[src/rtl/mdu_seq.sv]
// Multi-cycle multiply/divide sequencer for the execute stage: fixed-latency multiply,
// 32-step restoring divide, valid/ready result handshake, busy stall request and flush abort.
module mdu_seq #(
  parameter int DATA_WIDTH = 32,
  parameter int MUL_LAT    = 2
) (
  input  logic                  clk,
  input  logic                  rst_n,
  input  logic                  in_valid,
  output logic                  in_ready,
  input  logic [2:0]            in_op,
  input  logic [DATA_WIDTH-1:0] in_a,
  input  logic [DATA_WIDTH-1:0] in_b,
  input  logic                  flush,
  output logic                  out_valid,
  input  logic                  out_ready,
  output logic [DATA_WIDTH-1:0] out_result,
  output logic                  busy
);

  localparam int W = DATA_WIDTH;
  localparam logic [4:0] MUL_CNT_INIT = 5'(MUL_LAT - 1);
  localparam logic [4:0] DIV_CNT_INIT = 5'(W - 1);

  typedef enum logic [2:0] {IDLE, MUL, DIV_RUN, DIV_FIX, DONE} state_t;

  state_t         state_reg, state_next;
  logic [4:0]     cnt_reg, cnt_next;
  logic [2:0]     op_reg, op_next;
  logic [W-1:0]   a_reg, a_next;
  logic [W-1:0]   b_reg, b_next;
  logic [W-1:0]   rem_reg, rem_next;
  logic [W-1:0]   quo_reg, quo_next;
  logic           q_neg_reg, q_neg_next;
  logic           r_neg_reg, r_neg_next;
  logic [W-1:0]   result_reg, result_next;

  logic           a_neg, b_neg;
  logic [W:0]     rem_sh;
  logic [W+1:0]   diff;
  logic           trial_ok;

  // op 001 is the only signed-high product; 011 (illegal) falls through to the low word
  function automatic logic [W-1:0] mul_calc(input logic [2:0] op,
                                            input logic [W-1:0] a,
                                            input logic [W-1:0] b);
    logic [2*W-1:0] ea, eb, p;
    ea = (op == 3'b001) ? {{W{a[W-1]}}, a} : {{W{1'b0}}, a};
    eb = (op == 3'b001) ? {{W{b[W-1]}}, b} : {{W{1'b0}}, b};
    p  = ea * eb;
    return (op[1:0] == 2'b01 || op[1:0] == 2'b10) ? p[2*W-1:W] : p[W-1:0];
  endfunction

  assign a_neg    = ~in_op[1] & in_a[W-1];
  assign b_neg    = ~in_op[1] & in_b[W-1];
  assign rem_sh   = {rem_reg, quo_reg[W-1]};
  assign diff     = {1'b0, rem_sh} - {2'b00, b_reg};
  assign trial_ok = ~diff[W+1];

  assign in_ready   = (state_reg == IDLE);
  assign busy       = (state_reg != IDLE);
  assign out_valid  = (state_reg == DONE);
  assign out_result = result_reg;

  always_comb begin
    state_next  = state_reg;
    cnt_next    = cnt_reg;
    op_next     = op_reg;
    a_next      = a_reg;
    b_next      = b_reg;
    rem_next    = rem_reg;
    quo_next    = quo_reg;
    q_neg_next  = q_neg_reg;
    r_neg_next  = r_neg_reg;
    result_next = result_reg;
    if (flush) begin
      state_next = IDLE;
    end else begin
      case (state_reg)
        IDLE: begin
          if (in_valid) begin
            op_next = in_op;
            a_next  = in_a;
            b_next  = in_b;
            if (!in_op[2]) begin
              // A single-cycle multiplier has no pipeline stage to wait in
              if (MUL_LAT == 1) begin
                result_next = mul_calc(in_op, in_a, in_b);
                state_next  = DONE;
              end else begin
                cnt_next   = MUL_CNT_INIT;
                state_next = MUL;
              end
            end else if (in_b == '0) begin
              result_next = in_op[0] ? in_a : '1;
              state_next  = DONE;
            end else begin
              rem_next   = '0;
              quo_next   = a_neg ? -in_a : in_a;
              b_next     = b_neg ? -in_b : in_b;
              q_neg_next = a_neg ^ b_neg;
              r_neg_next = a_neg;
              cnt_next   = DIV_CNT_INIT;
              state_next = DIV_RUN;
            end
          end
        end
        MUL: begin
          cnt_next = cnt_reg - 5'd1;
          if (cnt_reg == 5'd1) begin
            result_next = mul_calc(op_reg, a_reg, b_reg);
            state_next  = DONE;
          end
        end
        DIV_RUN: begin
          // Remainder stays below the divisor, so the untaken path fits in W bits
          rem_next = trial_ok ? diff[W-1:0] : rem_sh[W-1:0];
          quo_next = {quo_reg[W-2:0], trial_ok};
          cnt_next = cnt_reg - 5'd1;
          if (cnt_reg == 5'd0) state_next = DIV_FIX;
        end
        DIV_FIX: begin
          result_next = op_reg[0] ? (r_neg_reg ? -rem_reg : rem_reg)
                                  : (q_neg_reg ? -quo_reg : quo_reg);
          state_next  = DONE;
        end
        DONE: begin
          if (out_ready) state_next = IDLE;
        end
        default: state_next = IDLE;
      endcase
    end
  end

  always_ff @(posedge clk or negedge rst_n) begin
    if (!rst_n) begin
      state_reg  <= IDLE;
      cnt_reg    <= '0;
      op_reg     <= '0;
      a_reg      <= '0;
      b_reg      <= '0;
      rem_reg    <= '0;
      quo_reg    <= '0;
      q_neg_reg  <= 1'b0;
      r_neg_reg  <= 1'b0;
      result_reg <= '0;
    end else begin
      state_reg  <= state_next;
      cnt_reg    <= cnt_next;
      op_reg     <= op_next;
      a_reg      <= a_next;
      b_reg      <= b_next;
      rem_reg    <= rem_next;
      quo_reg    <= quo_next;
      q_neg_reg  <= q_neg_next;
      r_neg_reg  <= r_neg_next;
      result_reg <= result_next;
    end
  end

endmodule
[config.mk]
export PLATFORM = sky130hd
export DESIGN_NAME = mdu_seq
export DESIGN_NICKNAME = d
export VERILOG_FILES = /design/src/rtl/mdu_seq.sv
export SDC_FILE = /design/constraint.sdc
export NUM_CORES = 2
export LEC_CHECK = 0
export BUFFER_PORTS_ARGS = -buffer_cell sky130_fd_sc_hd__buf_2
export CAP_MARGIN = 20
export CELL_PAD_IN_SITES_DETAIL_PLACEMENT = 1
export CELL_PAD_IN_SITES_GLOBAL_PLACEMENT = 1
export CORE_ASPECT_RATIO = 2
export CORE_MARGIN = 5
export CORE_UTILIZATION = 45
export CTS_BUF_LIST = sky130_fd_sc_hd__clkbuf_2 sky130_fd_sc_hd__clkbuf_4 sky130_fd_sc_hd__clkbuf_8
export DETAILED_ROUTE_END_ITERATION = 7
export PLACE_DENSITY_LB_ADDON = 0.1
export SETUP_SLACK_MARGIN = 0.4
export SLEW_MARGIN = 40
export SYNTH_ARGS = -nofsm -noshare
export SYNTH_HDL_FRONTEND = slang
export SYNTH_SLANG_ARGS = --single-unit
[constraint.sdc]
create_clock -name clk -period 13.26 [get_ports clk]
set_input_delay 1.326 -clock clk [delete_from_list [all_inputs] [get_ports clk]]
set_output_delay 1.326 -clock clk [all_outputs]
set_load 0.05 [all_outputs]
Word-level counts from Yosys, hierarchy flattened
Cells that the tools add are included.
{"block": "totals", "out_inout_bits": 35, "ff_bits": 173}
{"block": "classes", "add_sub_neg": 6, "muxes": 37, "bitwise_logic": 7, "n_mul": 1, "reduce_logical": 15, "n_eq_ne": 18}
{"op": "32-bit 2-to-1 mux", "count": 20}
{"op": "64-bit 2-to-1 mux", "count": 2}
{"op": "32-bit negator", "count": 4}
{"op": "32-bit case mux with 2 select lines", "count": 2}
{"op": "32-bit case mux with 3 select lines", "count": 1}
{"op": "64-bit by 64-bit multiplier with 64-bit output", "count": 1}
{"op": "33-bit by 32-bit subtractor with 34-bit output", "count": 1}
{"op": "32-bit zero test", "count": 1}
{"op": "3-bit 2-to-1 mux", "count": 7}
{"op": "5-bit 2-to-1 mux", "count": 3}
{"op": "3-bit case mux with 5 select lines", "count": 1}
{"op": "5-bit case mux with 2 select lines", "count": 1}
{"op": "5-bit AND reduction", "count": 2}
{"op": "3-bit inequality test (second input constant)", "count": 3}
{"op": "4-bit AND reduction", "count": 2}
{"op": "3-bit by 1-bit == test with 1-bit output (second input constant)", "count": 2}
{"op": "3-bit by 2-bit == test with 1-bit output (second input constant)", "count": 2}
{"op": "2-bit inequality test (second input constant)", "count": 3}
{"op": "3-bit by 2-bit inequality test with 1-bit output (second input constant)", "count": 2}
{"op": "6-bit AND reduction", "count": 1}
{"op": "3-bit nonzero test", "count": 2}
{"op": "5-bit by 1-bit == test with 1-bit output (second input constant)", "count": 1}
{"op": "5-bit zero test", "count": 1}
{"op": "5-bit by 1-bit subtractor with 5-bit output (second input constant)", "count": 1}
{"op": "other kinds (12)", "count": 18}

Depth between registers and ports, before layout
{"block": "depth", "ltp_word": 7, "depth_mapped": 36, "mapped_depth_nobuf": 35}

Least setup slack after synthesis
OpenSTA, ideal clock, no wires.
{"block": "synth_timing", "path_type": "register to register", "startpoint": "reg op_reg[0]", "endpoint": "reg result_reg[31], in the netlist out_result[31]", "arrival_ns": 9.515, "stages_incl_launch_ff": 32, "setup_time_ns": 0.144, "path_buffers": 2, "synth_period_minus_slack_ns": 9.659, "path_slack_ns": 3.601, "path_cell_list": "dfrtp_1 ha_1 and3b_1 clkbuf_1 nand2_1 inv_1 fa_1 inv_1 fa_1 inv_1 fa_1 inv_1 fa_1 inv_1 fa_1 fa_1 fa_1 fa_1 fa_1 inv_1 fa_1 inv_1 ha_1 clkbuf_1 a21o_1 a21o_1 a21o_1 a21o_2 a221o_2 or4b_1 o311ai_1 a41oi_1"}
{"block": "synth_between", "elab_chain_len": 6, "elab_cells_between_ends": 11, "cone_classes": "1 x mul; 3 x eq/ne; 6 x mux; 1 x reduce/logical"}
{"element": "start: declaration", "line_no": "29", "rtl": "logic [2:0] op_reg, op_next;"}
{"element": "start signal: assignment", "line_no": "150", "rtl": "op_reg <= op_next;"}
{"element": "3-bit by 1-bit == test with 1-bit output", "line_no": "48, 49"}
{"element": "64-bit 2-to-1 mux (on tied branches)", "line_no": "48, 49"}
{"element": "64-bit by 64-bit multiplier with 64-bit output", "line_no": "50", "rtl": "p = ea * eb;"}
{"element": "32-bit 2-to-1 mux", "line_no": "51", "rtl": "return (op[1:0] == 2'b01 || op[1:0] == 2'b10) ? p[2*W-1:W] : p[W-1:0];"}
{"element": "32-bit 2-to-1 mux", "line_no": "110", "rtl": "if (cnt_reg == 5'd1) begin"}
{"element": "32-bit case mux with 3 select lines (*)", "line_no": "79", "rtl": "case (state_reg)"}
{"element": "end signal: assignment", "line_no": "157", "rtl": "result_reg <= result_next;"}
{"element": "end: declaration", "line_no": "36", "rtl": "logic [W-1:0] result_reg, result_next;"}
Every way passes the cells marked *; elsewhere a longest branch is shown, timed or not. The select of a mux whose other input is x is not followed.
A chain may end at the register's enable or synchronous reset.

Final worst setup path
{"block": "layout_timing", "startpoint": "reg a_reg[31]", "endpoint": "reg result_reg[31], in the netlist out_result[31]"}
{"block": "layout_between", "elab_chain_len": 5}
{"element": "start: declaration", "line_no": "30", "rtl": "logic [W-1:0] a_reg, a_next;"}
{"element": "start signal: assignment", "line_no": "151", "rtl": "a_reg <= a_next;"}
{"element": "64-bit 2-to-1 mux", "line_no": "48", "rtl": "ea = (op == 3'b001) ? {{W{a[W-1]}}, a} : {{W{1'b0}}, a};"}
{"element": "64-bit by 64-bit multiplier with 64-bit output", "line_no": "50"}
{"element": "32-bit 2-to-1 mux", "line_no": "51"}
{"element": "32-bit 2-to-1 mux", "line_no": "110"}
{"element": "32-bit case mux with 3 select lines", "line_no": "79"}
Every way passes these cells. The select of a mux whose other input is x is not followed.

==> impl_metrics.toml <==
[status]
status = "finished, final reports clean"

[grt]
grt-ovfl-total = 0
antenna_found_initial = 10
grt_pass1_wl_um = 341000
grt_max_degree = 96
grtUsageTotal_pct = 33.2
grt_pass1_vias = 54100

[floorplan]
io_pins = 107
die_y_um = 526
core_sq_um = 132000
die_area_sq_um = 141000
fp-row-count = 189
initial_core_util_pct = 45.2
chipWidth_um = 268

[logic_synthesis]
syn_inst = 6621
synth_edf_count = 0
ys_async_sr_fraction_pct = 100
synthesis.area_sq_um = 59900
synth_seq_cells = 173
ys_seq_area_share_pct = 7.23
ys_types = 90
ys.flop_type = "dfrtp_1"
avgSynthCellArea_sq_um = 9.05
syn_nets = 8461
yosys_warnings = 0

[final_layout]
nets = 8341
final_layout_size_suffix_gt1_share_pct = 5.00
layout.cells.most_common = "inv_1"
mostFrequentLayoutCells = "1549 x inv_1, 1420 x fa_1, 909 x nand2_1"
synthToLayoutAreaGrowth_pct = 4.39
fin_cells = 8244

[sta]
finalHoldViolations = 0
slew_headroom_pct = 36.5
tightest_slew_ns = 0.946
finalCritPeriodShare_pct = 81.3
fin_crit_ns = 10.78
final_max_slew_viol_count = 0
fin_skew_ns = 0.0334
rsz0062_at_grt = "no"
timing.fmax_mhz = 92.7
setup_viol = 0
tns_ns = 0

[critical_path]
worstSetupStartpoint = "a_reg[31]$_DFFE_PN0P_"
required_ns = 13.70
rr_worst_depth = 31
crit_slowest_cell = "fa_1"
endpoint_kind = "flop"
crit_end = "out_result[31]$_DFFE_PN0P_"
cp_max_fo = 34
r2r-start = "a_reg[31]$_DFFE_PN0P_"
regToRegSetupSlack_ns = 2.48
cpPeakStageDelay_ns = 0.92
cp_common_cell = "fa_1"
r2r-end = "out_result[31]$_DFFE_PN0P_"
crit_type = "flop to flop"
setup.worst_path.start_class = "flop"
crit_arrival_ns = 11.22

[clock_network]
post-cts-setup-buffer-count = 0
cts_root_buf = "clkbuf_8"
htree_levels = 4
cts_made_buffers = 17
clk_pin_slew_ns = 0.13
cts_buffer_depth = 2
cts_tree = "yes"
cts_resized = 0
cts_num_sinks = 173
clock_latency_ns = 0.60
ctsHoldBuffers = 0

[run]
cap_violations = 0

[detailed_routing]
firstDrtPassIters = 6
drc = 0
routed_via_density = 5.66
met1Wirelength_um = 72900
dr_wl_met2_um = 126000
routed.top_layer = "met5"
wl_per_cell_um = 27.9
ant_nets = 0
drt-total-wl_um = 230000
vias = 46700
route.met3.wl_um = 7690
dr.first_iter.drc_count = 2407

[placement]
port_buffers = 106
place_congestion = 0.984
place_inst = 8200
hpwl_um = 189000

[hold_path]
min_path_type = "flop to flop"
metrics by stage:
step                      worst slack (ns)  instance area [sq um]  hold WS (ns)  utilization (%)
final                                 2.48                  62500         0.521             47.2
after global placement                2.68                  62000         0.482             46.8
after global routing                  1.99                  62500         0.534             47.2
after detailed placement              2.52                  62100         0.495             46.9
after floorplan                       3.60                  59900         0.474                -
after CTS                             2.49                  62500         0.522             47.2
Yosys cell counts, types with 7 or more instances:
cell type     n  area (sq um)
nand2b_1     28           175
o41ai_1      13           114
o2111ai_1     7          61.3
or3_1        22           138
mux2i_1      11           110
a211oi_1     14           105
inv_1      1550          5820
nor3_1       39           195
nand4_1      17           106
o21ai_0     246          1230
a21oi_1     194           971
a21o_1       54           405
nor4_1       15          93.8
a22o_1       13           114
clkbuf_1    313          1170
or4_1        12          90.1
dfrtp_1     173          4330
o21bai_1     16           120
buf_2        14          70.1
nor2b_1      17           106
and3_1       19           119
xnor2_1     147          1290
mux2_2       32           360
a221oi_1      7          61.3
a31oi_1      27           169
xor2_1       96           841
and2_1      444          2780
nand3_1      34           170
a31o_2        7          61.3
ha_1        348          4350
nor2_1      150           563
fa_1       1420         28400
o21a_1       13          97.6
o31ai_1      36           270
o211ai_1     29           218
buf_1        17          63.8
nand2_1     911          3420
layout make-up:
cell class / instances / area [sq um]
well taps: 1719 / 2150
repair buffers: 211 / 1350
multi-input cells: 4548 / 48400
fillers: 15400 / 69900
inverters: 1550 / 5820
clock inverters: 14 / 154
diodes: 11 / 27.5
clock buffers: 18 / 248
flip-flops and latches: 173 / 4340
worst min path at each step:
stage                                from                    endpoint  slack, ns  cells past startpoint
4_1_cts              a_reg[4]$_DFFE_PN0P_        a_reg[4]$_DFFE_PN0P_       0.52                      1
3_5_place_dp    out_result[4]$_DFFE_PN0P_   out_result[4]$_DFFE_PN0P_       0.49                      2
6_report             a_reg[3]$_DFFE_PN0P_        a_reg[3]$_DFFE_PN0P_       0.52                      1
2_1_floorplan      cnt_reg[4]$_DFFE_PN0P_      cnt_reg[4]$_DFFE_PN0P_       0.47                      1
5_1_grt             a_reg[12]$_DFFE_PN0P_       a_reg[12]$_DFFE_PN0P_       0.53                      1
3_3_place_gp   out_result[12]$_DFFE_PN0P_  out_result[12]$_DFFE_PN0P_       0.48                      2
per-layer routing:
layer	vias up	global-route usage (%)
met2	1402	62.5
li1	19500	-
met4	2	25.0
met5	-	0
met3	716	2.91
met1	25100	33.1
cell families after synthesis:
group / synth area share (%)
multiplexers: 0.786
XOR/XNOR: 3.55
buffers and inverters: 12.0
AO/OA/AOI/OAI: 7.97
flip-flops: 7.23
AND/OR/NAND/NOR: 13.7
adder cells (fa/ha/maj): 54.8
critical path, delay by kind of cell, from the launching register on:
kind	cells	cell delay, ns
adder cells (fa/ha/maj)	11	6.06
AND/OR/NAND/NOR	6	1.65
buffers and inverters	9	1.29
AO/OA/AOI/OAI	5	1.24
flip-flops	1	0.39
Power is not shown: default switching activity piles up to over one toggle a cycle in this logic, so the estimate is an artifact.
